**src/rtl/vector_cache_pkg.sv**
```systemverilog
// Shared vector-cache types: tag-write buffer payload and tag SRAM write data.
package vector_cache_pkg;

    localparam int TAG_WIDTH   = 8;
    localparam int INDEX_WIDTH = 4;
    localparam int WAY_NUM     = 4;

    typedef struct packed {
        logic [INDEX_WIDTH-1:0] index;
        logic [TAG_WIDTH-1:0]   tag;
        logic [WAY_NUM-1:0]     way_oh;
    } wr_buf_pld_t;

    typedef struct packed {
        logic                 valid;
        logic [TAG_WIDTH-1:0] tag;
    } tag_ram_wdata_t;

endpackage

```
**src/rtl/vec_cache_tag_wr_ctrl_if.sv**
```systemverilog
// Request-side handshakes of the tag write controller: tag-write entries and tag lookups.
interface vec_cache_tag_wr_ctrl_if;
    import vector_cache_pkg::*;

    logic                   tag_buf_vld;
    wr_buf_pld_t            tag_buf_pld;
    logic                   tag_buf_rdy;
    logic                   lookup_vld;
    logic [INDEX_WIDTH-1:0] lookup_index;
    logic                   lookup_rdy;

    modport master (
        output tag_buf_vld, tag_buf_pld, lookup_vld, lookup_index,
        input  tag_buf_rdy, lookup_rdy
    );

    modport slave (
        input  tag_buf_vld, tag_buf_pld, lookup_vld, lookup_index,
        output tag_buf_rdy, lookup_rdy
    );

endinterface

```
**src/rtl/vec_cache_tag_wr_fifo.sv**
```systemverilog
// Circular FIFO of pending tag writes; exposes every slot's valid bit and index
// so the controller can detect lookups that would read a stale tag.
module vec_cache_tag_wr_fifo
    import vector_cache_pkg::*;
#(
    parameter int DEPTH = 2
) (
    input  logic                              clk,
    input  logic                              rst_n,
    input  logic                              push,
    input  wr_buf_pld_t                       push_pld,
    input  logic                              pop,
    output wr_buf_pld_t                       head_pld,
    output logic [$clog2(DEPTH):0]            count,
    output logic [DEPTH-1:0]                  ent_vld,
    output logic [DEPTH-1:0][INDEX_WIDTH-1:0] ent_index
);

    localparam int PW = $clog2(DEPTH);
    localparam int CW = PW + 1;

    wr_buf_pld_t [DEPTH-1:0] mem_q, mem_d;
    logic [DEPTH-1:0]        vld_q, vld_d;
    logic [PW-1:0]           wr_ptr_q, wr_ptr_d;
    logic [PW-1:0]           rd_ptr_q, rd_ptr_d;
    logic [CW-1:0]           count_q, count_d;

    // Push never targets the head slot while it is being popped, since push at full is impossible.
    always_comb begin
        mem_d    = mem_q;
        vld_d    = vld_q;
        wr_ptr_d = wr_ptr_q;
        rd_ptr_d = rd_ptr_q;
        count_d  = count_q + CW'(push) - CW'(pop);
        if (pop) begin
            vld_d[rd_ptr_q] = 1'b0;
            rd_ptr_d        = rd_ptr_q + 1'b1;
        end
        if (push) begin
            mem_d[wr_ptr_q] = push_pld;
            vld_d[wr_ptr_q] = 1'b1;
            wr_ptr_d        = wr_ptr_q + 1'b1;
        end
    end

    always_ff @(posedge clk or negedge rst_n) begin
        if (!rst_n) begin
            mem_q    <= '0;
            vld_q    <= '0;
            wr_ptr_q <= '0;
            rd_ptr_q <= '0;
            count_q  <= '0;
        end else begin
            mem_q    <= mem_d;
            vld_q    <= vld_d;
            wr_ptr_q <= wr_ptr_d;
            rd_ptr_q <= rd_ptr_d;
            count_q  <= count_d;
        end
    end

    for (genvar i = 0; i < DEPTH; i++) begin : g_ent
        assign ent_index[i] = mem_q[i].index;
    end

    assign ent_vld  = vld_q;
    assign head_pld = mem_q[rd_ptr_q];
    assign count    = count_q;

endmodule

```
**src/rtl/vec_cache_tag_wr_ctrl.sv**
```systemverilog
// Tag SRAM port arbiter: queued tag writes versus lookups, with a write starvation
// limit and a stall for lookups that hit an index still waiting to be written.
module vec_cache_tag_wr_ctrl
    import vector_cache_pkg::*;
#(
    parameter int FIFO_DEPTH = 2,
    parameter int STARVE_MAX = 4
) (
    input  logic                      clk,
    input  logic                      rst_n,
    vec_cache_tag_wr_ctrl_if.slave    bus,
    output logic                      tag_ram_en,
    output logic                      tag_ram_wr,
    output logic [INDEX_WIDTH-1:0]    tag_ram_addr,
    output logic [WAY_NUM-1:0]        tag_ram_way_en,
    output tag_ram_wdata_t            tag_ram_wdata,
    output logic                      wr_done_vld,
    output logic [INDEX_WIDTH-1:0]    wr_done_index,
    output logic [WAY_NUM-1:0]        wr_done_way_oh
);

    localparam int CW = $clog2(FIFO_DEPTH) + 1;
    localparam int SW = $clog2(STARVE_MAX + 1);
    localparam logic [CW-1:0] DEPTH_C  = CW'(FIFO_DEPTH);
    localparam logic [SW-1:0] STARVE_C = SW'(STARVE_MAX);

    wr_buf_pld_t                            head_pld;
    logic [CW-1:0]                          count;
    logic [FIFO_DEPTH-1:0]                  ent_vld;
    logic [FIFO_DEPTH-1:0][INDEX_WIDTH-1:0] ent_index;

    logic empty, full, push, hz, wg, lookup_rdy;
    logic [SW-1:0]          starve_cnt_q, starve_cnt_d;
    logic                   wr_done_vld_q, wr_done_vld_d;
    logic [INDEX_WIDTH-1:0] wr_done_index_q, wr_done_index_d;
    logic [WAY_NUM-1:0]     wr_done_way_oh_q, wr_done_way_oh_d;

    vec_cache_tag_wr_fifo #(.DEPTH(FIFO_DEPTH)) u_fifo (
        .clk       (clk),
        .rst_n     (rst_n),
        .push      (push),
        .push_pld  (bus.tag_buf_pld),
        .pop       (wg),
        .head_pld  (head_pld),
        .count     (count),
        .ent_vld   (ent_vld),
        .ent_index (ent_index)
    );

    assign empty = (count == '0);
    assign full  = (count == DEPTH_C);
    assign push  = bus.tag_buf_vld && !full;

    // The entry being pushed this cycle is not yet visible in the queue, so compare it too.
    always_comb begin
        hz = 1'b0;
        if (bus.lookup_vld) begin
            for (int i = 0; i < FIFO_DEPTH; i++) begin
                if (ent_vld[i] && (ent_index[i] == bus.lookup_index)) begin
                    hz = 1'b1;
                end
            end
            if (push && (bus.tag_buf_pld.index == bus.lookup_index)) begin
                hz = 1'b1;
            end
        end
    end

    assign wg         = !empty && (!bus.lookup_vld || hz || full || (starve_cnt_q == STARVE_C));
    assign lookup_rdy = rst_n && bus.lookup_vld && !hz && !wg;

    assign bus.tag_buf_rdy = !full;
    assign bus.lookup_rdy  = lookup_rdy;

    always_comb begin
        tag_ram_en     = 1'b0;
        tag_ram_wr     = 1'b0;
        tag_ram_addr   = '0;
        tag_ram_way_en = '0;
        tag_ram_wdata  = '0;
        if (wg) begin
            tag_ram_en          = 1'b1;
            tag_ram_wr          = 1'b1;
            tag_ram_addr        = head_pld.index;
            tag_ram_way_en      = head_pld.way_oh;
            tag_ram_wdata.valid = 1'b1;
            tag_ram_wdata.tag   = head_pld.tag;
        end else if (lookup_rdy) begin
            tag_ram_en     = 1'b1;
            tag_ram_addr   = bus.lookup_index;
            tag_ram_way_en = '1;
        end
    end

    always_comb begin
        starve_cnt_d     = starve_cnt_q;
        wr_done_vld_d    = wg;
        wr_done_index_d  = '0;
        wr_done_way_oh_d = '0;
        if (wg || empty) begin
            starve_cnt_d = '0;
        end else if (starve_cnt_q != STARVE_C) begin
            starve_cnt_d = starve_cnt_q + 1'b1;
        end
        if (wg) begin
            wr_done_index_d  = head_pld.index;
            wr_done_way_oh_d = head_pld.way_oh;
        end
    end

    always_ff @(posedge clk or negedge rst_n) begin
        if (!rst_n) begin
            starve_cnt_q     <= '0;
            wr_done_vld_q    <= 1'b0;
            wr_done_index_q  <= '0;
            wr_done_way_oh_q <= '0;
        end else begin
            starve_cnt_q     <= starve_cnt_d;
            wr_done_vld_q    <= wr_done_vld_d;
            wr_done_index_q  <= wr_done_index_d;
            wr_done_way_oh_q <= wr_done_way_oh_d;
        end
    end

    assign wr_done_vld    = wr_done_vld_q;
    assign wr_done_index  = wr_done_index_q;
    assign wr_done_way_oh = wr_done_way_oh_q;

endmodule

```
**src/flat_wrapper.sv**
```systemverilog
// flat-port wrapper written by rule: the top's interface ports become plain ports
module vec_cache_tag_wr_ctrl_flat import vector_cache_pkg::*;
#(
    parameter int FIFO_DEPTH = 2,
    parameter int STARVE_MAX = 4
)
  (clk, rst_n, tag_ram_en, tag_ram_wr, tag_ram_addr, tag_ram_way_en, tag_ram_wdata, wr_done_vld, wr_done_index, wr_done_way_oh, bus_tag_buf_vld, bus_tag_buf_pld, bus_lookup_vld, bus_lookup_index, bus_tag_buf_rdy, bus_lookup_rdy);
  vec_cache_tag_wr_ctrl_if bus_i ();
  input  logic clk;
  input  logic rst_n;
  output logic tag_ram_en;
  output logic tag_ram_wr;
  output logic [INDEX_WIDTH-1:0] tag_ram_addr;
  output logic [WAY_NUM-1:0] tag_ram_way_en;
  output tag_ram_wdata_t tag_ram_wdata;
  output logic wr_done_vld;
  output logic [INDEX_WIDTH-1:0] wr_done_index;
  output logic [WAY_NUM-1:0] wr_done_way_oh;
  input wire logic [$bits(bus_i.tag_buf_vld)-1:0] bus_tag_buf_vld;
  input wire logic [$bits(bus_i.tag_buf_pld)-1:0] bus_tag_buf_pld;
  input wire logic [$bits(bus_i.lookup_vld)-1:0] bus_lookup_vld;
  input wire logic [$bits(bus_i.lookup_index)-1:0] bus_lookup_index;
  output wire logic [$bits(bus_i.tag_buf_rdy)-1:0] bus_tag_buf_rdy;
  output wire logic [$bits(bus_i.lookup_rdy)-1:0] bus_lookup_rdy;
  assign bus_i.tag_buf_vld = bus_tag_buf_vld;
  assign bus_i.tag_buf_pld = bus_tag_buf_pld;
  assign bus_i.lookup_vld = bus_lookup_vld;
  assign bus_i.lookup_index = bus_lookup_index;
  assign bus_tag_buf_rdy = bus_i.tag_buf_rdy;
  assign bus_lookup_rdy = bus_i.lookup_rdy;
  vec_cache_tag_wr_ctrl #(.FIFO_DEPTH(FIFO_DEPTH), .STARVE_MAX(STARVE_MAX)) u_core (.clk(clk), .rst_n(rst_n), .bus(bus_i), .tag_ram_en(tag_ram_en), .tag_ram_wr(tag_ram_wr), .tag_ram_addr(tag_ram_addr), .tag_ram_way_en(tag_ram_way_en), .tag_ram_wdata(tag_ram_wdata), .wr_done_vld(wr_done_vld), .wr_done_index(wr_done_index), .wr_done_way_oh(wr_done_way_oh));
endmodule
```
**config.mk**
```make
export PLATFORM = sky130hd
export DESIGN_NAME = vec_cache_tag_wr_ctrl_flat
export DESIGN_NICKNAME = d
export VERILOG_FILES = /design/src/rtl/vector_cache_pkg.sv /design/src/rtl/vec_cache_tag_wr_ctrl_if.sv /design/src/rtl/vec_cache_tag_wr_fifo.sv /design/src/rtl/vec_cache_tag_wr_ctrl.sv /design/src/flat_wrapper.sv
export SDC_FILE = /design/constraint.sdc
export NUM_CORES = 1
export LEC_CHECK = 0
export CAP_MARGIN = 20
export CORE_ASPECT_RATIO = 0.75
export CORE_UTILIZATION = 54
export CTS_CLUSTER_SIZE = 30
export DETAILED_ROUTE_END_ITERATION = 10
export PLACE_DENSITY = 0.85
export SLEW_MARGIN = 20
export SYNTH_ARGS = -nofsm -noshare
export SYNTH_HDL_FRONTEND = slang
export SYNTH_SLANG_ARGS = --single-unit
```
**constraint.sdc**
```tcl
create_clock -name clk -period 4.05 [get_ports clk]
set_input_delay 0.81 -clock clk [delete_from_list [all_inputs] [get_ports clk]]
set_output_delay 0.81 -clock clk [all_outputs]
set_load 0.01 [all_outputs]
```
==> results of run 1 <==
[Yosys cell counts, types with 4 or more instances]
cell       count
nor2_1        21
ha_1           4
inv_1          4
mux2i_1       16
mux2_2        32
nand2_1        5
xnor2_1       14
dfrtp_1       50
o2bb2ai_1      4
buf_2          4
o21ai_1        4
[worst min-delay path by stage]
stage / end / slack [ns]
after global placement: u_core.starve_cnt_q[0]$_DFFE_PN0P_ / 0.45
after floorplan: u_core.starve_cnt_q[0]$_DFFE_PN0P_ / 0.43
final: u_core.starve_cnt_q[0]$_DFFE_PN0P_ / 0.47
after global routing: u_core.starve_cnt_q[0]$_DFFE_PN0P_ / 0.51
after detailed placement: u_core.starve_cnt_q[0]$_DFFE_PN0P_ / 0.45
after CTS: u_core.starve_cnt_q[0]$_DFFE_PN0P_ / 0.47
[kinds of logic after synthesis]
| kind of cell | count (synthesis) | synth area share |
|---|---|---|
| AO/OA/AOI/OAI | 14 | 0.05271 |
| XOR/XNOR | 17 | 0.06273 |
| adder cells (fa/ha/maj) | 4 | 0.02109 |
| buffers and inverters | 13 | 0.02793 |
| flip-flops | 50 | 0.5271 |
| multiplexers | 48 | 0.2193 |
| AND/OR/NAND/NOR | 38 | 0.08909 |
[worst max-delay path: cells and delay by family]
family	cells	cell delay (ns)
compound gates	2	0.21
buf+inv	3	1.24
simple gates	2	0.72
xor+xnor	1	0.13
[flip-flops by register name, indices dropped and copies added (netlist names)]
signal	cells
u_core.u_fifo.ent_index	8
u_core.wr_done_way_oh	4
u_core.u_fifo.ent_vld	2
u_core.u_fifo.rd_ptr_q	1
u_core.wr_done_vld	1
u_core.starve_cnt_q	3
u_core.u_fifo.count	2
u_core.u_fifo.wr_ptr_q	1
u_core.wr_done_index	4
u_core.u_fifo.mem_q	24
[layout make-up]
class / instances / area [um2] / share of cell area
clock buffers: 5 / 68.82 / 0.02229
clock inverters: 2 / 38.79 / 0.01257
inverters: 6 / 27.53 / 0.008918
multi-input cells: 121 / 1056 / 0.3421
flip-flops and latches: 50 / 1251 / 0.4054
well taps: 55 / 68.82 / 0.02229
repair buffers: 58 / 575.6 / 0.1865
[per-layer routing]
metal | track usage | routed length (um) | vias to the layer above
li1 | - | - | 749
met1 | 0.3209 | 2187 | 775
met2 | 0.3640 | 2140 | 55
met3 | 0.04769 | 251 | 11
met4 | 0.1111 | 103 | 0
met5 | 0 | 0 | -
[report_power, final]
part | switching, mW | leakage (nW) | internal, mW | total, mW
Combinational | 0.605 | 0.662 | 0.778 | 1.38
Sequential | 0.169 | 0.603 | 0.743 | 0.913
Clock | 0.158 | 0.0542 | 0.182 | 0.340
[stage by stage]
stage	area, um2	cells	total power [mW]	worst slack, ns
floorplan	2374	184	1.715	1.298
global placement	2979	290	2.272	0.1886
detailed placement	2979	290	2.289	0.1474
CTS	3087	297	2.653	0.1209
global route	3087	297	2.816	0.03593
finish	3087	297	2.636	0.1224
[cells in the final DEF (no fill, tap or decap), types with 2 or more instances in the layout]
master,count
a31oi_1,2
buf_4,4
clkbuf_8,5
clkdlybuf4s50_1,52
clkinv_4,2
dfrtp_1,50
ha_1,4
inv_1,4
mux2_2,32
mux2i_1,16
nand2_1,5
nand3_1,3
nor2_1,21
o21ai_1,4
o2bb2ai_1,4
xnor2_1,14
xor2_1,3
==> key figures, run 1 <==
Outcome
  • Status: finished, final reports clean

Detailed routing
  • Vias: 1590
  • Antenna-violating nets left: 0
  • Post-route DRC: 0
  • Pre-Repair DR Iteration Count: 4
  • DRT iter0 DRCs: 94
  • Drt wl/cell: 15.76 um
  • Drt total wl: 4682 um
  • Routed vias/inst: 5.354

Place
  • RePlAce Congestion: 0.8049
  • Port bufs: 53
  • Post-DP HPWL: 3086 um

Setup path
  • Reg-to-Reg End: u_core.u_fifo.count[1]$_DFF_PN0_
  • CP Max Fanout: 5
  • Cell count of the worst reg-to-reg path: 11
  • CP required: 3.24 ns
  • CP most frequent cell: clkdlybuf4s50_1
  • Critical Path, Cell by Cell: clkdlybuf4s50_1, xnor2_1, nand4_2, o22ai_4, or4_4, clkinv_4, o2bb2ai_1, clkdlybuf4s50_1
  • Critical path endpoint category: primary output
  • Crit path largest cell delay: 0.60 ns
  • Reg-to-reg setup timing slack: 1.74 ns
  • Crit-path slowest cell: clkdlybuf4s50_1
  • Worst setup path class: input port to primary output
  • CP Launch Point: bus_lookup_index[2]
  • Critical path destination: tag_ram_addr[2]
  • Crit path DAT: 3.12 ns
  • RR Startpoint: u_core.u_fifo.count[0]$_DFF_PN0_
  • Crit path launch type: input port

Synth
  • EDFF count, synth: 0
  • Sequential element share of the synthesized area: 0.5271
  • Asr flop ratio synth: 1.000
  • Syn Area/Cell: 12.90 um2
  • Yosys cell types: 31
  • Primary FF master, synth: dfrtp_1
  • Area leader, netlist: dfrtp_1
  • Nets in the synthesized netlist: 212
  • Most area-consuming cells after synthesis: dfrtp_1 53%, mux2_2 15%, mux2i_1 6.7%
  • Yosys Warn Count: 0
  • Synth Instances: 184
  • Mapped cell area: 2374 um2
  • FF+latch count, synth: 50
  • Post-synth top area share: 0.5271

Floorplanning
  • Die area: 4667 um2
  • Initial Utilization: 0.5748
  • Die H: 59.42 um
  • I/O pins: 54
  • Std-Cell Rows: 20
  • Width of the die: 78.56 um
  • Core area: 4129 um2

Timing
  • Setup TNS: 0 ns
  • Clock skew: 0.01218 ns
  • Final Max Tran Viols: 0
  • Final setup viols: 0
  • Unrepaired setup endpoints after global routing: no
  • Final hold violation count: 0
  • FMAX: 254.6 MHz
  • WHS: 0.4694 ns
  • Slew HR: 0.3682
  • Post-layout min period: 3.928 ns
  • Worst-Margin Slew: 0.9451 ns
  • Period utilization: 0.9698

Finish
  • Final Core Density: 0.7476
  • Fill cells: 289
  • Layout area overhead: 30.05%
  • Ant diodes: 0
  • Layout cell share with drive strength beyond 1: 0.2355
  • Final net count: 270

Power
  • PD cells: 853.8 nW/um2
  • Worst VDD drop: 0.4410 mV
  • Static leakage: 1.319 nW

Global route
  • Total gr overflow: 0
  • First-pass GRT wire length: 8100 um
  • Overall fraction of global-route tracks in use: 0.2347
  • Antenna violations before repair: 0
  • Number of global-route vias before repair: 1661
  • Largest net degree at the start of global routing: 51

Clock network
  • CTS tree: built
  • Clk sink count: 50
  • Clock slew at reported path FFs: 0.09 ns
  • Post-cts sizing count: 0
  • Setup Fix Bufs, Post-CTS: 0
  • Worst-skew pair later-pin latency: 0.31 ns
  • CTS Buf Count: 5
  • Count of hold buffers inserted by post-cts repair: 0
  • H-tree depth: 2
  • Longest Clk Path Bufs: 2
  • Root buf cell: clkbuf_8

Min path
  • Worst hold path cell count: 1
  • Hold Startpoint: u_core.starve_cnt_q[0]$_DFFE_PN0P_
  • HP Class: flop to flop

Run
  • Max_cap viols: 0
No activity file was read; power rests on OpenSTA's default activity.
==> run 2, diff against run 1 <==
--- a/config.mk
+++ b/config.mk
@@ -10,6 +10,7 @@
 export CORE_UTILIZATION = 54
 export CTS_CLUSTER_SIZE = 30
 export DETAILED_ROUTE_END_ITERATION = 10
+export GPL_ROUTABILITY_DRIVEN = 0
 export PLACE_DENSITY = 0.85
 export SLEW_MARGIN = 20
 export SYNTH_ARGS = -nofsm -noshare
==> results of run 2 <==
Final layout, timing and power as in run 1 (identical DEF).
==> run 3, diff against run 2 <==
--- a/config.mk
+++ b/config.mk
@@ -7,11 +7,12 @@
 export LEC_CHECK = 0
 export CAP_MARGIN = 20
 export CORE_ASPECT_RATIO = 0.75
-export CORE_UTILIZATION = 54
+export CORE_UTILIZATION = 61
 export CTS_CLUSTER_SIZE = 30
 export DETAILED_ROUTE_END_ITERATION = 10
+export DONT_BUFFER_PORTS = 1
 export GPL_ROUTABILITY_DRIVEN = 0
-export PLACE_DENSITY = 0.85
+export PLACE_DENSITY = 0.77
 export SLEW_MARGIN = 20
 export SYNTH_ARGS = -nofsm -noshare
 export SYNTH_HDL_FRONTEND = slang
==> run 3 against run 2 <==
Net effect: sequential cell count did not move; hold slack got worse by 0.28 ns; power shrank 18%; die area is 11% lower; setup slack improved by 1.0 ns.
==> key figures, run 3 (same netlist as run 1, synthesis figures left out) <==
Detailed routing
  • Drt wl/cell: 18.18 um (was 15.76 um)
  • Post-route DRC: 0 (unchanged)
  • Pre-Repair DR Iteration Count: 4 (unchanged)
  • DRT iter0 DRCs: 128 (was 94)
  • Drt total wl: 4326 um (was 4682 um)
  • Routed vias/inst: 5.983 (was 5.354)
  • Vias: 1424 (was 1590)
  • Antenna-violating nets left: 0 (unchanged)

Setup path
  • CP required: 3.24 ns (about the same)
  • CP Max Fanout: 22 (was 5)
  • Critical path endpoint category: primary output (unchanged)
  • Crit path DAT: 2.09 ns (was 3.12 ns)
  • Worst setup path class: input port to primary output (unchanged)
  • Crit path launch type: input port (unchanged)
  • Cell count of the worst reg-to-reg path: 10 (was 11)
  • Reg-to-reg setup timing slack: 1.76 ns (was 1.74 ns)
  • RR Startpoint: u_core.u_fifo.count[0]$_DFF_PN0_ (unchanged)
  • Reg-to-Reg End: u_core.u_fifo.count[1]$_DFF_PN0_ (unchanged)
  • CP Launch Point: bus_lookup_index[2] (unchanged)

Finish
  • Storage cell area: 1251 um2 (unchanged)
  • Commonest cells after routing, fill and taps aside: 50 x dfrtp_1, 32 x mux2_2, 21 x nor2_1, 16 x mux2i_1, 14 x xnor2_1 (was 52 x clkdlybuf4s50_1, 50 x dfrtp_1, 32 x mux2_2, 21 x nor2_1, 16 x mux2i_1)
  • Commonest non-fill, non-tap cell in the layout: dfrtp_1 (was clkdlybuf4s50_1)
  • Final net count: 213 (was 270)
  • Layout cell share with drive strength beyond 1: 0.2849 (was 0.2355)
  • Max FFs per register: 24 (unchanged)
  • Ant diodes: 0 (unchanged)
  • Fill cells: 260 (was 289)
  • Layout area overhead: 5.324% (was 30.05%)
  • Biggest register: u_core.u_fifo.mem_q (unchanged)
  • Multi-input logic area: 1056 um2 (unchanged)

Clock network
  • CTS tree: built (unchanged)
  • Worst-skew pair later-pin latency: 0.31 ns (about the same)
  • Longest Clk Path Bufs: 2 (unchanged)
  • CTS Buf Count: 5 (unchanged)
  • Clk sink count: 50 (unchanged)
  • Post-cts sizing count: 0 (unchanged)
  • Clock slew at reported path FFs: 0.10 ns (was 0.09 ns)
  • H-tree depth: 2 (unchanged)
  • Root buf cell: clkbuf_8 (unchanged)
  • Count of hold buffers inserted by post-cts repair: 0 (unchanged)
  • Setup Fix Bufs, Post-CTS: 0 (unchanged)

Outcome
  • Status: finished, final reports clean (unchanged)

Timing
  • Setup TNS: 0 ns (unchanged)
  • Post-layout min period: 2.902 ns (was 3.928 ns)
  • Period utilization: 0.7165 (was 0.9698)
  • Worst-Margin Slew: 1.037 ns (was 0.9451 ns)
  • Clock skew: 0.008149 ns (was 0.01218 ns)
  • Final hold violation count: 0 (unchanged)
  • Final Max Tran Viols: 0 (unchanged)
  • FMAX: 344.6 MHz (was 254.6 MHz)
  • Final setup viols: 0 (unchanged)
  • Unrepaired setup endpoints after global routing: no (unchanged)
  • Slew HR: 0.3084 (was 0.3682)

Global route
  • Number of global-route vias before repair: 1503 (was 1661)
  • Total gr overflow: 0 (unchanged)
  • First-pass GRT wire length: 7079 um (was 8100 um)
  • Overall fraction of global-route tracks in use: 0.2314 (was 0.2347)
  • Largest net degree at the start of global routing: 52 (was 51)
  • Antenna violations before repair: 0 (unchanged)

Power
  • PD cells: 869.7 nW/um2 (was 853.8 nW/um2)
  • Tot Pwr: 2.174 mW (was 2.636 mW)
  • Worst VDD drop: 0.4754 mV (was 0.4410 mV)
  • Static leakage: 1.079 nW (was 1.319 nW)

Floorplanning
  • I/O pins: 54 (unchanged)
  • Core area: 3685 um2 (was 4129 um2)
  • Std-Cell Rows: 19 (was 20)
  • Initial Utilization: 0.6441 (was 0.5748)
  • Die H: 56.02 um (was 59.42 um)
  • Die area: 4147 um2 (was 4667 um2)
  • Width of the die: 74.03 um (was 78.56 um)

Place
  • Post-DP HPWL: 3061 um (was 3086 um)
  • Port bufs: 0 (was 53)

Run
  • Max_cap viols: 0 (unchanged)

Min path
  • HP Class: input port to async pin (was flop to flop)
[run 3: cell types whose count changed in the layout (fill, tap and decap cells not counted), sizes merged]
cell,before,now
inv,5,6
clkinvlp,0,2
clkinv,2,1
bufinv,1,0
buf,6,1
clkdlybuf4s50,52,0
[run 3: layout make-up]
cell class                 count  area share
inverter                       6     0.01101
clock inverter                 3    0.009510
sequential                    50      0.5005
multi-input combinational    121      0.4224
tap                           52     0.02603
clock buffer                   5     0.02753
timing repair buffer           1    0.003003
[run 3: power by group]
part	switching, mW	leakage (nW)	internal, mW	total [mW]
clock network	0.174	0.0408	0.124	0.298
registers	0.211	0.603	0.744	0.955
logic	0.490	0.436	0.432	0.922
[run 3: worst max-delay path by stage]
stage / to / slack, ns / depth (start not counted)
after floorplan: tag_ram_addr[0] / 1.30 / 6
after global placement: tag_ram_en / 1.17 / 5
after detailed placement: tag_ram_way_en[2] / 1.14 / 5
after CTS: tag_ram_way_en[2] / 1.14 / 5
after global routing: tag_ram_en / 1.03 / 7
final: tag_ram_way_en[2] / 1.15 / 5
[run 3: stage by stage]
stage          utilization  setup slack (ns)  cell area, um2  hold WS [ns]  cells
2_1_floorplan            -             1.298            2374        0.4322    184
3_3_place_gp        0.6533             1.170            2407        0.4415    230
3_5_place_dp        0.6533             1.141            2407        0.4657    230
4_1_cts             0.6784             1.137            2500        0.1758    238
5_1_grt             0.6784             1.030            2500        0.1659    238
6_report            0.6784             1.148            2500        0.1855    238
[run 3: worst max-delay path: stages]
cell and delay [ns]:
xor2_1 0.17, nor4_4 0.41, o31ai_4 0.15, buf_4 0.24, o21ai_1 0.30
[run 3: layer usage]
layer,vias to the layer above,track usage,share of wire
li1,631,-,-
met1,718,0.2822,0.42
met4,0,0.1016,0.011
met5,-,0,0
met2,67,0.3818,0.49
met3,8,0.06159,0.083
